--- src/rtl/rtf65002_muldiv_pkg.sv ---
// Shared definitions for the rtf65002 multiply/divide sequencer:
// op encodings, sequencer states and the default operand width.
package rtf65002_muldiv_pkg;

   localparam int unsigned WID_DEF = 32;

   localparam logic [1:0] OP_MULU = 2'd0;
   localparam logic [1:0] OP_MULS = 2'd1;
   localparam logic [1:0] OP_DIVU = 2'd2;
   localparam logic [1:0] OP_DIVS = 2'd3;

   typedef enum logic [2:0] {
      ST_IDLE  = 3'd0,
      ST_MUL   = 3'd1,
      ST_DIV   = 3'd2,
      ST_FIXUP = 3'd3,
      ST_DONE  = 3'd4
   } state_e;

   function automatic logic op_is_div(input logic [1:0] o);
      return o[1];
   endfunction

   function automatic logic op_is_signed(input logic [1:0] o);
      return o[0];
   endfunction

endpackage

--- src/rtl/rtf65002_divstep.sv ---
// One restoring-division step. The trial subtraction is done by the
// sequencer's shared adder: this block supplies its minuend and picks the result.
module rtf65002_divstep
   import rtf65002_muldiv_pkg::*;
#(
   parameter int unsigned WID = WID_DEF
) (
   input  logic [WID-1:0] rem_i,
   input  logic [WID-1:0] quo_i,
   input  logic [WID:0]   diff_i,
   output logic [WID:0]   shrem_o,
   output logic [WID-1:0] rem_o,
   output logic [WID-1:0] quo_o
);

   logic borrow;

   // rem < divisor holds between steps, so bit WID of the difference is the borrow
   assign shrem_o = {rem_i, quo_i[WID-1]};
   assign borrow  = diff_i[WID];
   assign rem_o   = borrow ? shrem_o[WID-1:0] : diff_i[WID-1:0];
   assign quo_o   = {quo_i[WID-2:0], ~borrow};

endmodule

--- src/rtl/rtf65002_muldiv_seq.sv ---
// Radix-2 iterative multiply/divide sequencer for the rtf65002 core.
// Divider datapath is built only when RTF65002_MULDIV_DIV_EN is defined.
module rtf65002_muldiv_seq
   import rtf65002_muldiv_pkg::*;
#(
   parameter int unsigned WID = WID_DEF
) (
   input  logic             clk,
   input  logic             rst_n,
   input  logic             start,
   input  logic             abort,
   input  logic [1:0]       op,
   input  logic [WID-1:0]   a,
   input  logic [WID-1:0]   b,
   output logic             busy,
   output logic             done,
   output logic [2*WID-1:0] prod,
   output logic [WID-1:0]   quo,
   output logic [WID-1:0]   rem,
   output logic             dbz
);

   localparam int unsigned CW = $clog2(WID);

   state_e           state_q, state_d;
   logic [CW-1:0]    cnt_q, cnt_d;
   logic [WID:0]     acc_q, acc_d;
   logic [WID-1:0]   lo_q, lo_d;
   logic [WID-1:0]   opd_q, opd_d;
   logic             neg_q, neg_d;
   logic             div_q, div_d;
   logic [2*WID-1:0] prod_q, prod_d;
   logic [WID-1:0]   quo_q, quo_d;
   logic [WID-1:0]   rem_q, rem_d;
   logic             dbz_q, dbz_d;

   logic             a_neg, b_neg;
   logic [WID-1:0]   a_abs, b_abs;
   logic [2*WID-1:0] mul_res;
   logic [WID:0]     add_a, add_b, sum;
   logic             sub;

`ifdef RTF65002_MULDIV_DIV_EN
   logic             rneg_q, rneg_d;
   logic             dz_q, dz_d;
   logic [WID:0]     shrem;
   logic [WID-1:0]   drem, dquo;

   rtf65002_divstep #(.WID(WID)) u_divstep (
      .rem_i   (acc_q[WID-1:0]),
      .quo_i   (lo_q),
      .diff_i  (sum),
      .shrem_o (shrem),
      .rem_o   (drem),
      .quo_o   (dquo)
   );
`endif

   always_comb begin
      a_neg   = op_is_signed(op) & a[WID-1];
      b_neg   = op_is_signed(op) & b[WID-1];
      a_abs   = a_neg ? -a : a;
      b_abs   = b_neg ? -b : b;
      mul_res = {acc_q[WID-1:0], lo_q};
   end

   // One WID+1 adder: acc + (mplr[0] ? mcand : 0) for MUL, shifted rem - divisor for DIV
   always_comb begin
      sub   = 1'b0;
      add_a = acc_q;
      add_b = lo_q[0] ? {1'b0, opd_q} : '0;
`ifdef RTF65002_MULDIV_DIV_EN
      if (state_q == ST_DIV) begin
         sub   = 1'b1;
         add_a = shrem;
         add_b = {1'b0, opd_q};
      end
`endif
      sum = add_a + (sub ? ~add_b : add_b) + {{WID{1'b0}}, sub};
   end

   always_comb begin
      state_d = state_q;
      cnt_d   = cnt_q;
      acc_d   = acc_q;
      lo_d    = lo_q;
      opd_d   = opd_q;
      neg_d   = neg_q;
      div_d   = div_q;
      prod_d  = prod_q;
      quo_d   = quo_q;
      rem_d   = rem_q;
      dbz_d   = dbz_q;
`ifdef RTF65002_MULDIV_DIV_EN
      rneg_d  = rneg_q;
      dz_d    = dz_q;
`endif
      if (abort) begin
         state_d = ST_IDLE;
      end else begin
         case (state_q)
            ST_IDLE: begin
               if (start) begin
                  div_d = op_is_div(op);
                  neg_d = a_neg ^ b_neg;
                  cnt_d = CW'(WID - 1);
                  acc_d = '0;
                  if (op_is_div(op)) begin
                     lo_d    = a_abs;
                     opd_d   = b_abs;
                     state_d = ST_DIV;
`ifdef RTF65002_MULDIV_DIV_EN
                     rneg_d = a_neg;
                     dz_d   = (b == '0);
                     if (b == '0) lo_d = a;
`endif
                  end else begin
                     lo_d    = b_abs;
                     opd_d   = a_abs;
                     state_d = ST_MUL;
                  end
               end
            end
            ST_MUL: begin
               acc_d = {1'b0, sum[WID:1]};
               lo_d  = {sum[0], lo_q[WID-1:1]};
               if (cnt_q == '0) state_d = ST_FIXUP;
               else             cnt_d   = cnt_q - CW'(1);
            end
            ST_DIV: begin
`ifdef RTF65002_MULDIV_DIV_EN
               if (dz_q) begin
                  state_d = ST_FIXUP;
               end else begin
                  acc_d = {1'b0, drem};
                  lo_d  = dquo;
                  if (cnt_q == '0) state_d = ST_FIXUP;
                  else             cnt_d   = cnt_q - CW'(1);
               end
`else
               state_d = ST_FIXUP;
`endif
            end
            ST_FIXUP: begin
               state_d = ST_DONE;
               if (!div_q) begin
                  prod_d = neg_q ? -mul_res : mul_res;
                  quo_d  = prod_d[WID-1:0];
                  rem_d  = prod_d[2*WID-1:WID];
                  dbz_d  = 1'b0;
               end else begin
`ifdef RTF65002_MULDIV_DIV_EN
                  if (dz_q) begin
                     quo_d = '1;
                     rem_d = lo_q;
                     dbz_d = 1'b1;
                  end else begin
                     quo_d = neg_q  ? -lo_q : lo_q;
                     rem_d = rneg_q ? -acc_q[WID-1:0] : acc_q[WID-1:0];
                     dbz_d = 1'b0;
                  end
                  prod_d = {rem_d, quo_d};
`else
                  quo_d  = '0;
                  rem_d  = '0;
                  prod_d = '0;
                  dbz_d  = 1'b0;
`endif
               end
            end
            ST_DONE: state_d = ST_IDLE;
            default: state_d = ST_IDLE;
         endcase
      end
   end

   always_ff @(posedge clk or negedge rst_n) begin
      if (!rst_n) begin
         state_q <= ST_IDLE;
         cnt_q   <= '0;
         acc_q   <= '0;
         lo_q    <= '0;
         opd_q   <= '0;
         neg_q   <= 1'b0;
         div_q   <= 1'b0;
         prod_q  <= '0;
         quo_q   <= '0;
         rem_q   <= '0;
         dbz_q   <= 1'b0;
`ifdef RTF65002_MULDIV_DIV_EN
         rneg_q  <= 1'b0;
         dz_q    <= 1'b0;
`endif
      end else begin
         state_q <= state_d;
         cnt_q   <= cnt_d;
         acc_q   <= acc_d;
         lo_q    <= lo_d;
         opd_q   <= opd_d;
         neg_q   <= neg_d;
         div_q   <= div_d;
         prod_q  <= prod_d;
         quo_q   <= quo_d;
         rem_q   <= rem_d;
         dbz_q   <= dbz_d;
`ifdef RTF65002_MULDIV_DIV_EN
         rneg_q  <= rneg_d;
         dz_q    <= dz_d;
`endif
      end
   end

   assign busy = (state_q != ST_IDLE);
   assign done = (state_q == ST_DONE);
   assign prod = prod_q;
   assign quo  = quo_q;
   assign rem  = rem_q;
   assign dbz  = dbz_q;

endmodule
--- config.mk ---
export PLATFORM = sky130hd
export DESIGN_NAME = rtf65002_muldiv_seq
export DESIGN_NICKNAME = d
export VERILOG_FILES = /design/src/rtl/rtf65002_muldiv_pkg.sv /design/src/rtl/rtf65002_divstep.sv /design/src/rtl/rtf65002_muldiv_seq.sv
export SDC_FILE = /design/constraint.sdc
export NUM_CORES = 1
export LEC_CHECK = 0
export BUFFER_PORTS_ARGS = -buffer_cell sky130_fd_sc_hd__buf_2
export CAP_MARGIN = 10
export CORE_AREA = 2 2 189 191
export CTS_CLUSTER_SIZE = 10
export DETAILED_ROUTE_END_ITERATION = 12
export DIE_AREA = 0 0 191 193
export PLACE_DENSITY = 0.52
export SYNTH_ARGS = -nofsm -noshare
export SYNTH_HDL_FRONTEND = slang
export SYNTH_HIERARCHICAL = 1
export SYNTH_SLANG_ARGS = --single-unit
--- constraint.sdc ---
create_clock -name clk -period 6.6 [get_ports clk]
set_input_delay 1.32 -clock clk [delete_from_list [all_inputs] [get_ports clk]]
set_output_delay 1.32 -clock clk [all_outputs]
set_load 0.005 [all_outputs]
---- Yosys cells after proc, flatten, opt, wreduce, memory -nomap -nowiden ----
Cells that the tools add are included.
storage, ports and cells
  bits in registers ....................... 235
  input bits .............................. 70
operators by class
  add/sub/neg operators ................... 5
  equality and inequality tests ........... 8
  reductions and logical operators ........ 9
  bitwise operators ....................... 4
  mux-type cells .......................... 21
operators with widths
  cell                   number
  $mux W32               8
  $mux W64               2
  $pmux W33 S2           1
  $neg A32 Y32           2
  $neg A64 Y64           1
  $pmux W32 S2           1
  $add A33 B32 Y33       1
  $mux W33               1
  $pmux W3 S4            1
  $mux W5                2
  $pmux W5 S2            1
  $mux W3                3
  $eq A3 B2 Y1 const B   2
  $ne A3 B3 Y1 const B   2
  $reduce_and A3 Y1      2
  $logic_not A5 Y1       1
  $sub A5 B1 Y5 const B  1
  $ne A2 B2 Y1 const B   2
  $reduce_and A2 Y1      2
  $reduce_and A4 Y1      1
  $eq A3 B1 Y1 const B   1
  $eq A3 B3 Y1 const B   1
  $logic_not A3 Y1       1
  $reduce_bool A3 Y1     1
  5 further kinds        6

---- Longest topological paths before layout ----
Gate-level depths: netlist (run 1).
  word-level depth ........................ 5
  mapped depth ............................ 12
  depth with buffers taken out ............ 11

---- Worst setup path after synthesis (run 1) ----
Ideal clock, no wire load.
  kind .................................... in2reg
  from .................................... input a[4]
  to ...................................... register lo_q[13]
  library setup time ...................... 0.126 ns
  stages .................................. 6
  buffers on the path ..................... 0
  slack ................................... 3.242 ns
  arrival time ............................ 3.232 ns
  cells stage by stage .................... or4_1 > or4_1 > o41ai_1 > xor2_1 > a211oi_1 > a221o_1
on the way
  longest elaborated chain between the ends .. 5
ends and longest elaborated chain
  what                    RTL line                    source
  start: declaration      rtf65002_muldiv_seq.sv:13   input logic [WID-1:0] a,
  $neg A32 Y32            rtf65002_muldiv_seq.sv:62   a_abs = a_neg ? -a : a;
  $mux W32                rtf65002_muldiv_seq.sv:62
  $mux W32                rtf65002_muldiv_seq.sv:108  if (op_is_div(op)) begin
  $mux W32                rtf65002_muldiv_seq.sv:103  if (start) begin
  $pmux W32 S2            rtf65002_muldiv_seq.sv:101  case (state_q)
  end signal: assignment  rtf65002_muldiv_seq.sv:198  lo_q <= lo_d;
  end: declaration        rtf65002_muldiv_seq.sv:28   logic [WID-1:0] lo_q, lo_d;
Every way passes these cells. The select of a mux whose other input is x is not followed.
A chain may end at the register's enable or synchronous reset.

---- Worst setup path after layout (run 1) ----
  from .................................... register lo_q[0]
  to ...................................... register acc_q[29]
on the way
  longest elaborated chain between the ends .. 3
ends and longest elaborated chain
  what                    RTL line                    source
  $mux W32                rtf65002_muldiv_seq.sv:71   add_b = lo_q[0] ? {1'b0, opd_q} : '0;
  $add A33 B32 Y33        rtf65002_muldiv_seq.sv:79   sum = add_a + (sub ? ~add_b : add_b) + {{WID{1'b0}}, sub};
  $pmux W33 S2            rtf65002_muldiv_seq.sv:101
  end signal: assignment  rtf65002_muldiv_seq.sv:181  acc_q <= '0;
  end signal: assignment  rtf65002_muldiv_seq.sv:197  acc_q <= acc_d;
  end: declaration        rtf65002_muldiv_seq.sv:27   logic [WID:0] acc_q, acc_d;
Every way passes these cells.

==> impl_metrics.tcl, run 1 <==
set metrics [dict create \
    status "complete, no violations" \
    yosys_warnings 6 \
    rrSetupSlack_ps 2880 \
    cts_root_buf "clkbuf_16" \
    fin_worst_skew_ps 19.1 \
    ctsResizeCount 0 \
    period_minus_slack_ps 3720 \
    critPathKind "reg2reg" \
    dr_total_vias 10900 \
    grtUsageTotal_pct 21.6 \
    rsz0062_at_grt "no" \
    min_path_type "reg2reg" \
    coreArea_um2 35000 \
    drv_cap 0 \
    layout-drive-gt1-share_pct 17.4 \
    drtPass1Iterations 6 \
    drcViolationCount 0 \
    place_congestion 0.962 \
    syn_nets 1520 \
    area_delta_synth_final_pct 12.3 \
    fmax_ghz 0.269 \
    worstPathMaxFanout 34 \
    synth_top_cell_area_share_pct 35.3 \
    synth_largest_area_cell "dfrtp_1" \
    hpwl_um 30600 \
    numPortBuffers 199 \
    ctsLongestPathBuffers 2 \
    antenna_found_initial 2 \
    pin_count 201 \
    cp-end-kind "flip-flop" \
    cts_buffers 17 \
    r2r_end "acc_q[29]" \
    worstSkewPairLatency_ps 460 \
    finalHoldViolations 0 \
    synthFlopType "dfrtp_1" \
    worst_ep_arrival_time_ps 4100 \
    start_util_pct 34.5 \
    drtAntennaViolNets 0 \
    h-tree-depth 4 \
    seq_area_frac_synth_pct 35.3 \
    worst_slew_pin_slew_ps 1020 \
    ir_drop_uv 199 \
    cts_num_sinks 170 \
    layout_commonest_cell "buf_2" \
    grt_pass1_wl_um 60400 \
    die_area_um2 36900 \
    cts_setup_buffers 0 \
    setup_viol 0 \
    viasPerCell 5.53 \
    period_share_pct 56.4 \
    worstReg2RegStart "lo_q[0]" \
    syn_area_um2 12100 \
    die_y_um 193 \
    cp-endpoint "acc_q[29]" \
    synth_cell_types 68 \
    powerDensity_nw_per_um2 330 \
    die_w_um 191 \
    rows 69 \
    post_drt_wl_per_cell_um 20.3 \
    startpoint_type "flip-flop" \
    relSlewSlack_pct 32.3 \
    synth_edf_count 0 \
    drtIter0Drc 878 \
    final_util_pct 38.7 \
    crit_start "lo_q[0]" \
    ys_top_cells_by_area "dfrtp_1, xor2_1, o21ai_0" \
    grt_pass1_vias 9983 \
    path_clk_slew_ps 70 \
    tns_ps 0 \
    ys_ff_latch 170 \
    reg2reg_depth 11 \
    layout_common_cells "buf_2, dfrtp_1, nand2_1, o21ai_0, xor2_1" \
    async_flop_share_pct 100 \
    required_ps 6980 \
    drv_slew 0 \
    grt_remaining_overflow 0 \
    avgSynthCellArea_um2 8.54 \
    cts_hold_buf 0 \
    p_leak_nw 6.11 \
    syn_inst 1412 \
    nets 1609 \
    tritoncts "built" \
    grt_max_degree 97 \
    wl_um 40000 \
]
==> routing by layer <==
layer | track usage, % | routed length, µm | vias up
met1 | 31.6 | 19200 | 5243
met2 | 32.2 | 17300 | 373
li1 | - | - | 5270
met4 | 6.56 | 909 | 0
met5 | 0 | 0 | -
met3 | 3.96 | 2650 | 45
==> critical path, stage by stage, from the launching register on <==
cell and delay, ps:
dfrtp_1 830, and2_1 230, ha_1 190, inv_1 60, fa_1 390, nand2b_1 190
a2111oi_0 680, o21ai_0 250, nand3_1 190, a211oi_1 150, or4_1 420, nand3_1 80
==> worst min path at each step <==
stage / startpoint / endpoint / depth (start not counted)
2_1_floorplan: opd_q[31] / opd_q[31] / 2
3_3_place_gp: opd_q[14] / opd_q[14] / 2
3_5_place_dp: opd_q[14] / opd_q[14] / 2
4_1_cts: opd_q[14] / opd_q[14] / 2
5_1_grt: opd_q[14] / opd_q[14] / 2
6_report: opd_q[14] / opd_q[14] / 2
==> where the power goes <==
| group | internal [mW] | switching [mW] |
|---|---|---|
| Combinational | 0.745 | 0.937 |
| Clock | 0.529 | 0.484 |
| Sequential | 1.36 | 0.413 |
==> Yosys cell counts (19+ instances only) <==
cell      instances
a21oi_1          76
a22oi_1          21
and2_1           37
buf_4            65
clkbuf_1         67
dfrtp_1         170
ha_1             37
inv_1            24
nand2_1         168
nand3_1          27
nor2_1           74
nor3_1           33
o21ai_0         134
o221ai_1         19
o31ai_1          57
or3_1            20
xnor2_1          61
xor2_1           79
==> registers in the layout (all words and copies together), names as in the netlist <==
name,count
acc_q,32
cnt_q,5
div_q,1
lo_q,32
neg_q,1
opd_q,32
prod,64
state_q,3
==> kinds of logic after synthesis <==
group	after synthesis	synth area share, %
adders and majority gates	38	4.01
AOI/OAI and AO/OA	435	23.7
other	1	0.0311
muxes	12	1.06
buffers and inverters	164	7.15
and+or+nand+nor	452	18.6
DFF	170	35.3
xor gates and xnor gates	140	10.2
==> stage by stage <==
| step | cell area (µm²) | total power [mW] | setup WS (ps) | hold WS (ps) | std cells |
|---|---|---|---|---|---|
| finish | 13500 | 4.46 | 2880 | 476 | 1976 |
| global route | 13500 | 4.79 | 2640 | 509 | 1975 |
| CTS | 13500 | 4.50 | 2870 | 483 | 1975 |
| detailed placement | 13000 | 3.48 | 2710 | 467 | 1943 |
| global placement | 13000 | 3.46 | 2680 | 462 | 1943 |
| floorplan | 12100 | 2.89 | 3240 | 441 | 1412 |
==> layout make-up <==
class | instances | area [µm²]
Clock buffer | 18 | 429
Sequential cell | 170 | 4250
Multi-Input combinational cell | 1078 | 6960
Timing Repair Buffer | 210 | 1080
Fill cell | 3669 | 21400
Antenna cell | 1 | 2.50
Tap cell | 461 | 577
Inverter | 24 | 90.1
Clock inverter | 14 | 140
Power figures use the tool's default switching activity.
==> run 2: changes to the inputs <==
--- a/config.mk
+++ b/config.mk
@@ -5,13 +5,14 @@
 export SDC_FILE = /design/constraint.sdc
 export NUM_CORES = 1
 export LEC_CHECK = 0
+export ABC_AREA = 1
 export BUFFER_PORTS_ARGS = -buffer_cell sky130_fd_sc_hd__buf_2
 export CAP_MARGIN = 10
-export CORE_AREA = 2 2 189 191
+export CORE_AREA = 2 2 204 206
 export CTS_CLUSTER_SIZE = 10
 export DETAILED_ROUTE_END_ITERATION = 12
-export DIE_AREA = 0 0 191 193
-export PLACE_DENSITY = 0.52
+export DIE_AREA = 0 0 206 208
+export PLACE_DENSITY = 0.53
 export SYNTH_ARGS = -nofsm -noshare
 export SYNTH_HDL_FRONTEND = slang
 export SYNTH_HIERARCHICAL = 1
==> constraint.sdc (replaced) <==
create_clock -name clk -period 3.3 [get_ports clk]
set_input_delay 0.66 -clock clk [delete_from_list [all_inputs] [get_ports clk]]
set_output_delay 0.66 -clock clk [all_outputs]
set_load 0.005 [all_outputs]
==> run 2 against run 1 <==
Die area increased by 16%. Power increased to 3.0 times the previous value. Register-to-register slack got worse by 2100 ps. Global-route usage increased by 3.2 points. Hold slack got worse by 310 ps. Worst setup slack got worse by 2100 ps. Largest power group is now combinational logic. Via count increased by 38%. Sequential cell count unchanged. Synthesized cell count increased by 62%. Non-clock buffer count increased by 11. Fmax increased by 47%.
==> impl_metrics.tcl, run 2 <==
set metrics [dict create \
    status "complete, no violations" \
    relSlewSlack_pct 35.1 \
    dr_total_vias 15100 \
    worstPathMaxFanout 32 \
    rsz0062_at_grt "no" \
    synth_largest_area_cell "dfrtp_1" \
    dpl_cell_area_um2 15200 \
    seq_area_frac_synth_pct 30.2 \
    antennaDiodeCount 0 \
    die_area_um2 42800 \
    antenna_found_initial 0 \
    cp-end-kind "flip-flop" \
    holdWs_ps 167 \
    setup_viol 0 \
    place_congestion 0.952 \
    final_cells 2944 \
    grt_remaining_overflow 0 \
    fin_worst_skew_ps 19.6 \
    ys_top_cells_by_area "dfrtp_1, nand2_1, nor2_1" \
    dp_cells 2912 \
    rrSetupSlack_ps 770 \
    ir_drop_uv 336 \
    cts_hold_buf 0 \
    worst_ep_arrival_time_ps 2880 \
    yosys_warnings 6 \
    viasPerCell 5.12 \
    critPathKind "reg2reg" \
    drtPass1Iterations 6 \
    rows 74 \
    cts_setup_buffers 0 \
    die_y_um 208 \
    fin_total_pwr_mw 13.2 \
    ys_top_cells_by_count "nand2_1, nor2_1, inv_1, nand3_1, dfrtp_1" \
    area_delta_synth_final_pct 12.2 \
    h-tree-depth 4 \
    drv_slew 0 \
    drv_cap 0 \
    stdcell_area_um2 15800 \
    cts_buffers 17 \
    ys_ff_latch 170 \
    slowest_stage "dfrtp_1" \
    cts_num_sinks 170 \
    hpwl_um 42200 \
    fin_ws_ps 769 \
    cpPeakStageDelay_ps 390 \
    synth_top_cell_area_share_pct 30.2 \
    fmax_ghz 0.395 \
    ctsResizeCount 0 \
    async_flop_share_pct 100 \
    cp_common_cell "nand2_1" \
    wl_um 52600 \
    pin_count 201 \
    synth.most_common_cell "nand2_1" \
    synthFlopType "dfrtp_1" \
    cts_root_buf "clkbuf_16" \
    grtUsageTotal_pct 24.7 \
    avgSynthCellArea_um2 6.16 \
    synth_edf_count 0 \
    layout-drive-gt1-share_pct 11.7 \
    drtAntennaViolNets 0 \
    tritoncts "built" \
    syn_nets 2394 \
    syn_area_um2 14100 \
    layout_commonest_cell "nand2_1" \
    period_minus_slack_ps 2530 \
    crit_family "simple AND/OR/NAND/NOR gates" \
    largest_register_ffs 64 \
    worstSkewPairLatency_ps 470 \
    critical_path.cell_chain "buf_4 -> nand2_1 -> inv_1 -> ha_1 -> nand2_1 -> nor2_1 -> inv_1 -> nor3_1 -> nand2_1 -> nand2_1 -> nand2_1 -> nand2_1 -> nand2_1 -> nand3_1 -> nand2_1" \
    nets 2507 \
    dp_slack_ps 646 \
    required_ps 3650 \
    worst_slew_pin_slew_ps 972 \
    p_leak_nw 8.50 \
    finalHoldViolations 0 \
    layout_common_cells "nand2_1, nor2_1, inv_1, buf_2, nand3_1" \
    grt_pass1_vias 14300 \
    start_util_pct 34.7 \
    path_buf_inv 3 \
    period_share_pct 76.7 \
    drtIter0Drc 1212 \
    synth_cell_types 45 \
    drcViolationCount 0 \
    tns_ps 0 \
    grt_pass1_wl_um 81500 \
    powerDensity_nw_per_um2 834 \
    syn_inst 2286 \
    coreArea_um2 40600 \
    die_w_um 206 \
    min_path_type "in2async" \
    numPortBuffers 199 \
    path_clk_slew_ps 70 \
    grt_max_degree 63 \
    post_drt_wl_per_cell_um 17.9 \
    ctsLongestPathBuffers 2 \
    n_fill_cell 4485 \
    final_util_pct 38.9 \
    startpoint_type "flip-flop" \
]
run 2: cell families after synthesis:
logic type | Yosys count | synth area share (%)
fa+ha+maj | 38 | 3.43
xor+xnor | 34 | 2.11
buf+inv | 382 | 12.4
flops | 170 | 30.2
simple gates | 1367 | 40.1
other cells | 1 | 0.0266
compound gates | 294 | 11.7
run 2: worst paths after layout:
check | startpoint | to | cells past startpoint
max | lo_q[0] | acc_q[29] | 15
min | rst_n | prod[62] | 1
max reg2reg | lo_q[0] | acc_q[29] | 15
min reg2reg | cnt_q[0] | cnt_q[0] | 1
max in group asynchronous | rst_n | opd_q[21] | 2
min in group clk | start | state_q[1] | 3
run 2: cell type report:
cell class,count,area (µm²),share of cell area [%]
Tap cell,532,666,4.21
Sequential cell,170,4260,26.9
Multi-Input combinational cell,1734,8090,51.2
Timing Repair Buffer,221,1200,7.63
Clock buffer,17,425,2.69
Clock inverter,15,198,1.25
Inverter,255,957,6.06
run 2: worst register-to-register path, delay by kind of cell (launching register included):
family	cells	cell delay, ps
flip-flops	1	390
adder cells (fa/ha/maj)	1	380
AND/OR/NAND/NOR	11	1180
buffers and inverters	3	480
run 2: layer usage:
layer / global-route usage [%] / vias up / part of all wire, %
met2: 38.8 / 519 / 44
met4: 8.05 / 0 / 2.7
li1: - / 7486 / -
met1: 35.5 / 7004 / 48
met5: 0 / - / 0
met3: 2.40 / 74 / 5.1
run 2: power breakdown:
group / internal (mW) / total (mW) / switching, mW
Clock: 1.10 / 2.16 / 1.06
Sequential: 2.95 / 4.04 / 1.09
Combinational: 2.45 / 6.98 / 4.53
